### config.mk
export PLATFORM = sky130hd
export DESIGN_NAME = fetch_sequencer_flat
export DESIGN_NICKNAME = d
export VERILOG_FILES = /design/src/rtl/fetch_sequencer_if.sv /design/src/rtl/fetch_sequencer.sv /design/src/flat_wrapper.sv
export SDC_FILE = /design/constraint.sdc
export NUM_CORES = 1
export LEC_CHECK = 0
export BUFFER_PORTS_ARGS = -buffer_cell sky130_fd_sc_hd__buf_2
export CAP_MARGIN = 20
export CORE_ASPECT_RATIO = 0.75
export CORE_UTILIZATION = 49
export CTS_BUF_LIST = sky130_fd_sc_hd__clkbuf_4 sky130_fd_sc_hd__clkbuf_8
export DETAILED_ROUTE_END_ITERATION = 10
export PLACE_DENSITY = 0.74
export SLEW_MARGIN = 5
export SYNTH_ARGS = -nofsm -noshare
export SYNTH_HDL_FRONTEND = slang
export SYNTH_SLANG_ARGS = --single-unit
export TNS_END_PERCENT = 100
### constraint.sdc
create_clock -name clk -period 10.1 [get_ports clk]
set_clock_uncertainty 0.1 [all_clocks]
set_input_delay 1.01 -clock clk [delete_from_list [all_inputs] [get_ports clk]]
set_output_delay 1.01 -clock clk [all_outputs]
set_load 0.05 [all_outputs]
### src/rtl/fetch_sequencer_if.sv
// Fetch-side bundle: instruction-memory port, redirect request, IF/ID handshake and fault report.
// The master modport belongs to the sequencer; slave is the memory/pipeline side.
interface fetch_sequencer_if;
    logic [29:0] imem_addr;
    logic [31:0] imem_inst;
    logic        redirect_valid;
    logic [29:0] redirect_pc;
    logic        id_ready;
    logic        if_valid;
    logic [31:0] if_inst;
    logic [29:0] if_pc;
    logic        fault;
    logic [29:0] fault_pc;

    modport master (
        output imem_addr,
        input  imem_inst,
        input  redirect_valid,
        input  redirect_pc,
        input  id_ready,
        output if_valid,
        output if_inst,
        output if_pc,
        output fault,
        output fault_pc
    );

    modport slave (
        input  imem_addr,
        output imem_inst,
        output redirect_valid,
        output redirect_pc,
        input  id_ready,
        input  if_valid,
        input  if_inst,
        input  if_pc,
        input  fault,
        input  fault_pc
    );
endinterface

### src/rtl/fetch_sequencer.sv
// Instruction-fetch controller: word-addressed PC, small fetch queue toward IF/ID,
// branch/jump redirect flush and halt-on-illegal-address fault handling.
module fetch_sequencer #(
    parameter logic [29:0] BASE  = 30'h00100000,
    parameter logic [29:0] LIMIT = 30'h00100100,
    parameter int unsigned DEPTH = 2
) (
    input  logic              clk,
    input  logic              reset,
    fetch_sequencer_if.master bus
);
    localparam int unsigned PTR_W = (DEPTH > 1) ? $clog2(DEPTH) : 1;
    localparam int unsigned CNT_W = $clog2(DEPTH + 1);
    localparam logic [CNT_W-1:0] FULL = CNT_W'(DEPTH);

    typedef enum logic {
        S_RUN,
        S_FAULT
    } state_e;

    state_e           state_q, state_d;
    logic [29:0]      pc_q, pc_d;
    logic             fault_q, fault_d;
    logic [29:0]      fault_pc_q, fault_pc_d;
    logic [PTR_W-1:0] rd_ptr_q, rd_ptr_d;
    logic [PTR_W-1:0] wr_ptr_q, wr_ptr_d;
    logic [CNT_W-1:0] count_q, count_d;

    logic [29:0]      slot_pc_q   [DEPTH];
    logic [31:0]      slot_inst_q [DEPTH];

    logic pc_legal;
    logic has_room;
    logic pop;
    logic push;
    logic take_fault;

    // A redirect suppresses both queue operations in its cycle; a full queue with a
    // pending pop still counts as having room so throughput stays one per cycle.
    always_comb begin
        pc_legal   = (pc_q >= BASE) && (pc_q <= LIMIT);
        pop        = (count_q != '0) && bus.id_ready && !bus.redirect_valid;
        has_room   = (count_q != FULL) || pop;
        push       = (state_q == S_RUN) && !bus.redirect_valid && pc_legal && has_room;
        take_fault = (state_q == S_RUN) && !bus.redirect_valid && !pc_legal && has_room;
    end

    always_comb begin
        // NOTE: every _d gets its hold value first so no path through this block
        // leaves a variable unassigned, which would otherwise infer a latch.
        state_d    = state_q;
        pc_d       = pc_q;
        fault_d    = fault_q;
        fault_pc_d = fault_pc_q;
        rd_ptr_d   = rd_ptr_q;
        wr_ptr_d   = wr_ptr_q;
        count_d    = count_q;

        if (bus.redirect_valid) begin
            state_d  = S_RUN;
            fault_d  = 1'b0;
            pc_d     = bus.redirect_pc;
            rd_ptr_d = '0;
            wr_ptr_d = '0;
            count_d  = '0;
        end else begin
            unique case (state_q)
                S_RUN: begin
                    if (take_fault) begin
                        state_d    = S_FAULT;
                        fault_d    = 1'b1;
                        fault_pc_d = pc_q;
                    end
                end
                S_FAULT: begin
                    fault_d = 1'b1;
                end
                default: state_d = S_RUN;
            endcase

            if (push) begin
                pc_d     = pc_q + 30'd1;
                wr_ptr_d = wr_ptr_q + PTR_W'(1);
            end
            if (pop) begin
                rd_ptr_d = rd_ptr_q + PTR_W'(1);
            end
            if (push && !pop) begin
                count_d = count_q + CNT_W'(1);
            end else if (pop && !push) begin
                count_d = count_q - CNT_W'(1);
            end
        end
    end

    always_ff @(posedge clk) begin
        if (reset) begin
            state_q    <= S_RUN;
            pc_q       <= BASE;
            fault_q    <= 1'b0;
            fault_pc_q <= '0;
            rd_ptr_q   <= '0;
            wr_ptr_q   <= '0;
            count_q    <= '0;
        end else begin
            state_q    <= state_d;
            pc_q       <= pc_d;
            fault_q    <= fault_d;
            fault_pc_q <= fault_pc_d;
            rd_ptr_q   <= rd_ptr_d;
            wr_ptr_q   <= wr_ptr_d;
            count_q    <= count_d;
        end
    end

    // NOTE: the queue slots are cleared on reset so the head outputs read as zero
    // rather than X before the first push; this is a flop array, not a RAM macro.
    always_ff @(posedge clk) begin
        if (reset) begin
            for (int unsigned i = 0; i < DEPTH; i++) begin
                slot_pc_q[PTR_W'(i)]   <= '0;
                slot_inst_q[PTR_W'(i)] <= '0;
            end
        end else if (push) begin
            slot_pc_q[wr_ptr_q]   <= pc_q;
            slot_inst_q[wr_ptr_q] <= bus.imem_inst;
        end
    end

    assign bus.imem_addr = pc_q;
    assign bus.if_valid  = (count_q != '0);
    assign bus.if_inst   = slot_inst_q[rd_ptr_q];
    assign bus.if_pc     = slot_pc_q[rd_ptr_q];
    assign bus.fault     = fault_q;
    assign bus.fault_pc  = fault_pc_q;

    a_count_bound : assert property (@(posedge clk) disable iff (reset)
        count_q <= FULL);
    a_fault_no_push : assert property (@(posedge clk) disable iff (reset)
        (state_q == S_FAULT) |-> !push);
endmodule

### src/flat_wrapper.sv
// flat-port wrapper written by rule: the top's interface ports become plain ports
module fetch_sequencer_flat 
#(
    parameter logic [29:0] BASE  = 30'h00100000,
    parameter logic [29:0] LIMIT = 30'h00100100,
    parameter int unsigned DEPTH = 2
)
  (clk, reset, bus_imem_addr, bus_imem_inst, bus_redirect_valid, bus_redirect_pc, bus_id_ready, bus_if_valid, bus_if_inst, bus_if_pc, bus_fault, bus_fault_pc);
  fetch_sequencer_if bus_i ();
  input  logic clk;
  input  logic reset;
  output wire logic [$bits(bus_i.imem_addr)-1:0] bus_imem_addr;
  input wire logic [$bits(bus_i.imem_inst)-1:0] bus_imem_inst;
  input wire logic [$bits(bus_i.redirect_valid)-1:0] bus_redirect_valid;
  input wire logic [$bits(bus_i.redirect_pc)-1:0] bus_redirect_pc;
  input wire logic [$bits(bus_i.id_ready)-1:0] bus_id_ready;
  output wire logic [$bits(bus_i.if_valid)-1:0] bus_if_valid;
  output wire logic [$bits(bus_i.if_inst)-1:0] bus_if_inst;
  output wire logic [$bits(bus_i.if_pc)-1:0] bus_if_pc;
  output wire logic [$bits(bus_i.fault)-1:0] bus_fault;
  output wire logic [$bits(bus_i.fault_pc)-1:0] bus_fault_pc;
  assign bus_imem_addr = bus_i.imem_addr;
  assign bus_i.imem_inst = bus_imem_inst;
  assign bus_i.redirect_valid = bus_redirect_valid;
  assign bus_i.redirect_pc = bus_redirect_pc;
  assign bus_i.id_ready = bus_id_ready;
  assign bus_if_valid = bus_i.if_valid;
  assign bus_if_inst = bus_i.if_inst;
  assign bus_if_pc = bus_i.if_pc;
  assign bus_fault = bus_i.fault;
  assign bus_fault_pc = bus_i.fault_pc;
  fetch_sequencer #(.BASE(BASE), .LIMIT(LIMIT), .DEPTH(DEPTH)) u_core (.clk(clk), .reset(reset), .bus(bus_i));
endmodule
Word-level counts from Yosys, hierarchy flattened. Memory sizes are Yosys's and may differ from the RTL's. A register that Yosys moved wholly into a read port is not among the register bits. Cells that the tools add are included.

Add/subtract/negate cells: 5. Eq/ne operators: 2. Multipliers: 0. Divide/modulo/power cells: 0. Muxes and demuxes: 23. Bitwise operators: 2. Order comparisons: 2. Reduce and logical (&&, ||, !) cells: 22. Shift-type cells: 0.

Operators with widths (number): 30-bit two-way mux (3); 32-bit two-way mux (1); 32-bit OR reduction (1); 30-bit by 1-bit adder with 30-bit output (second input constant) (1); 30-bit by 21-bit >= comparator with 1-bit output (second input constant) (1); 30-bit by 21-bit less-or-equal comparator with 1-bit output (second input constant) (1); 30-bit OR reduction (1); 1-bit two-way mux (16); 1-bit logical AND (10); 2-bit nonzero test (3); 1-bit zero test (4); 2-bit two-way mux (2); 3-bit AND reduction (1); 1-bit adder (second input constant) (2); 2-bit by 1-bit adder with 2-bit output (second input constant) (1); 2-bit by 1-bit != test with 1-bit output (second input constant) (1); 2-bit != test (second input constant) (1); 1-bit NOT (2); 1-bit case mux with 2 select lines (1); 2-bit OR reduction (1); 2-bit by 1-bit subtractor with 2-bit output (second input constant) (1); 1-bit logical OR (1).

RAM bits: 124. Bits in latches: 0. Register bits after elaboration: 66. Word-level logic and storage cells: 65. Memories kept: 2. ROM bits: 0.

Memories: u_core.slot_inst_q (words 2, bits a word 32, read ports 1, clocked after Yosys merged registers in 1, write ports 2, line fetch_sequencer.sv:30) `logic [31:0] slot_inst_q [DEPTH];`; u_core.slot_pc_q (words 2, bits a word 30, read ports 1, clocked after Yosys merged registers in 1, write ports 2, line fetch_sequencer.sv:29) `logic [29:0] slot_pc_q [DEPTH];`.

Longest topological paths before layout.
Depth in word-level cells: 10. Gate-level depth with buffers: 11.

Least setup slack after synthesis. Ideal clock, no wire load.

Path type: input -> register. Start point: input bus_id_ready. End point: memory u_core.slot_inst_q[0][0] (enable). Arrival: 3.212 ns. Stages: 6. Required time: 9.581 ns. Setup slack: 6.369 ns. Cell sequence: nor3b_1 -> nand2b_1 -> nor4_1 -> buf_2 -> buf_2 -> a21o_1.

RTL lines: start, declared (line flat_wrapper.sv:16) `input wire logic [$bits(bus_i.id_ready)-1:0] bus_id_ready;`; end, declared (line fetch_sequencer.sv:30).

==> reports/metrics.cfg <==
[outcome]
run_status=complete, no violations

[worst_setup_path]
worstReg2RegEnd=u_core.slot_inst_q[1][14]
cp.depth=3
crit_path_end_kind=output port
critical_path.max_fanout=62
max_stage_delay_ns=0.60
r2r_cells=7
critPathBufInv=2
endpoint=bus_if_pc[4]
worstSetupStartpointType=register
r2r_start=u_core.bus.imem_addr[20]
cp.arrival_ns=2.08
worstSetupPathType=reg -> out
worst-r2r-setup-slack_ns=7.16
required_ns=8.99
crit_family=buffers and inverters
crit_chain=buf_4 > mux2_2 > buf_2
critPathSlowestCell=buf_4

[routing]
antenna_left=0
drc=0
dr.pass1.iters=4
drt_iter0_markers=294
vias=5158
wire_per_inst_um=15.9
vias_per_cell=4.98
finalWirelength_um=16500

[layout]
finalInstanceArea_mm2=0.00966
final_core_util=0.605
nNetsFinal=881
num_antenna_cells=0
syn_to_final_growth_pct=20.9
drive_above_1_share=0.377
fillers=1274

[synth]
syn-cell-area_mm2=0.00799
yosysWarnings=0
avgSynthCellArea_um2=13.5
synth_cell_types=43
syn_inst=592
synth_seq_cells=191
ys_seq_area_frac=0.634

[clock_tree]
cts_tree=done
cts_setup_buffers=0
clk_pin_slew_ns=0.10
clock_latency_ns=0.45
cts_made_buffers=17
cts.sinks=191
hold_buffers=0
cts-resized-gates=0
cts-root-buf=clkbuf_8
clockBufferDepth=2
ctsHtreeMaxLevel=4

[power]
powerDensity_mw_per_mm2=161
peakVddDrop_mv=0.124
power.total_mw=1.56
p_leak_nw=4.10

[place]
placedInstanceArea_mm2=0.00927
portBuffers=189
dp_hpwl_um=11200
gp_congestion=0.831
place_ws_ns=6.55

[timing]
rsz0062_at_grt=false
clock.fmax_ghz=0.313
setup_tns_ns=0
finalCritPeriodShare=0.316
fin_crit_ns=3.19
finalSetupViolCount=0
hold_viol=0
relSlewSlack=0.301
slew_violations=0
setup_slack_ns=6.91
worstMarginPinSlew_ns=1.05

[die]
die_x_um=149
initial_utilization=0.500
coreArea_mm2=0.0160
die_area_mm2=0.0168
ios=190
die_h_um=113
core.rowCount=40

[job]
maxCapViolations=0

[global_route]
grt_usage=0.200
grt_max_degree=89
grt-ovfl-total=0
first_global_vias=5057
antenna_found_initial=0
grt_pass1_wl_um=25400

[min_path]
hp-class=reg -> reg

==> worst min-delay path by stage <==
| stage | from | end | slack, ns | cells after the start |
|---|---|---|---|---|
| final | u_core.bus.fault_pc[12] | u_core.bus.fault_pc[12] | 0.37 | 2 |
| after global routing | u_core.bus.fault_pc[23] | u_core.bus.fault_pc[23] | 0.39 | 2 |
| after detailed placement | u_core.bus.fault_pc[12] | u_core.bus.fault_pc[12] | 0.36 | 2 |
| after CTS | u_core.bus.fault_pc[12] | u_core.bus.fault_pc[12] | 0.38 | 2 |
| after floorplan | u_core.count_q[1] | u_core.count_q[1] | 0.36 | 2 |
| after global placement | u_core.bus.fault_pc[17] | u_core.bus.fault_pc[17] | 0.36 | 2 |
==> flip-flops by register name (all words and copies together), names as in the netlist, named ones only <==
name / flops
u_core.slot_inst_q: 64
u_core.rd_ptr_q: 1
u_core.slot_pc_q: 60
u_core.bus.fault_pc: 30
u_core.bus.imem_addr: 30
u_core.state_q: 1
u_core.count_q: 2
u_core.wr_ptr_q: 1
u_core.bus.fault: 1
==> where the power goes <==
part	switching, mW	internal [mW]	total (mW)
registers	0.0209	0.865	0.886
logic	0.143	0.0578	0.200
clock network	0.267	0.206	0.473
total	0.431	1.13	1.56
==> layout make-up <==
type                            instances  area (µm²)  share of cell area
Inverter                                3        11.3             0.00117
Clock buffer                           19         249              0.0258
Clock inverter                         13         125              0.0130
Tap cell                              210         263              0.0272
Multi-Input combinational cell        401        2930               0.304
Timing Repair Buffer                  198        1010               0.105
Sequential cell                       191        5070               0.524
==> synthesized netlist by cell type (all sizes together) <==
library cell,n,area [µm²]
xnor2,1,8.76
a21boi,1,7.51
dfxtp,67,1340
inv,3,11.3
a21oi,4,20.0
nor4b,2,17.5
nand2,13,48.8
and2,83,519
a211o,1,8.76
a22oi,1,7.51
a31oi,3,18.8
buf,14,65.1
ha,3,37.5
nor3,6,30.0
edfxtp,124,3720
a22o,17,149
nor3b,7,68.8
and3,2,12.5
or2,4,25.0
nor4,7,62.6
mux2,62,698
nand2b,62,388
nand3,4,20.0
xor2,3,26.3
nand3b,1,7.51
clkbuf,22,82.6
o221ai,3,26.3
o21ai,4,20.0
a21o,2,15.0
conb,1,3.75
nor2,16,62.6
or3,2,12.5
nor2b,3,18.8
or3b,4,35.0
nand4,2,12.5
or4b,2,20.0
mux2i,35,350
o21a,1,7.51
==> kinds of logic after synthesis <==
kind of cell,synth area share
and+or+nand+nor,0.170
DFF,0.634
muxes,0.131
buffers and inverters,0.0199
AOI/OAI and AO/OA,0.0351
xor gates and xnor gates,0.00439
adders and majority gates,0.00470
other,0.000469
==> per-stage QoR <==
stage,instances,hold WS (ns)
2_1_floorplan,631,0.361
3_3_place_gp,1001,0.355
3_5_place_dp,1001,0.363
4_1_cts,1033,0.378
5_1_grt,1035,0.394
6_report,1035,0.374
==> worst min-delay path, stage by stage, from the launching register on <==
cell,delay [ns]
dfxtp_1,0.32
nand2b_1,0.06
mux2i_1,0.05
==> layer usage <==
metal / track usage / wire length [µm] / up-vias
met4: 0.0578 / 163 / 0
met2: 0.337 / 8220 / 145
met3: 0.0683 / 1040 / 14
met1: 0.241 / 7030 / 2490
li1: - / - / 2509
met5: 0 / 0 / -
==> placed cells by master, fill, tap and decap left out, types with 15 or more instances in the layout <==
cell type | netlist | routed
mux2i_1 | 35 | 35
edfxtp_1 | 124 | 124
clkbuf_8 | 0 | 17
conb_1 | 1 | 40
and2_1 | 83 | 83
a22o_1 | 17 | 17
dfxtp_1 | 67 | 66
buf_2 | 10 | 189
mux2_2 | 62 | 62
nor2_1 | 15 | 15
nand2b_1 | 62 | 62
Power figures use the tool's default switching activity.
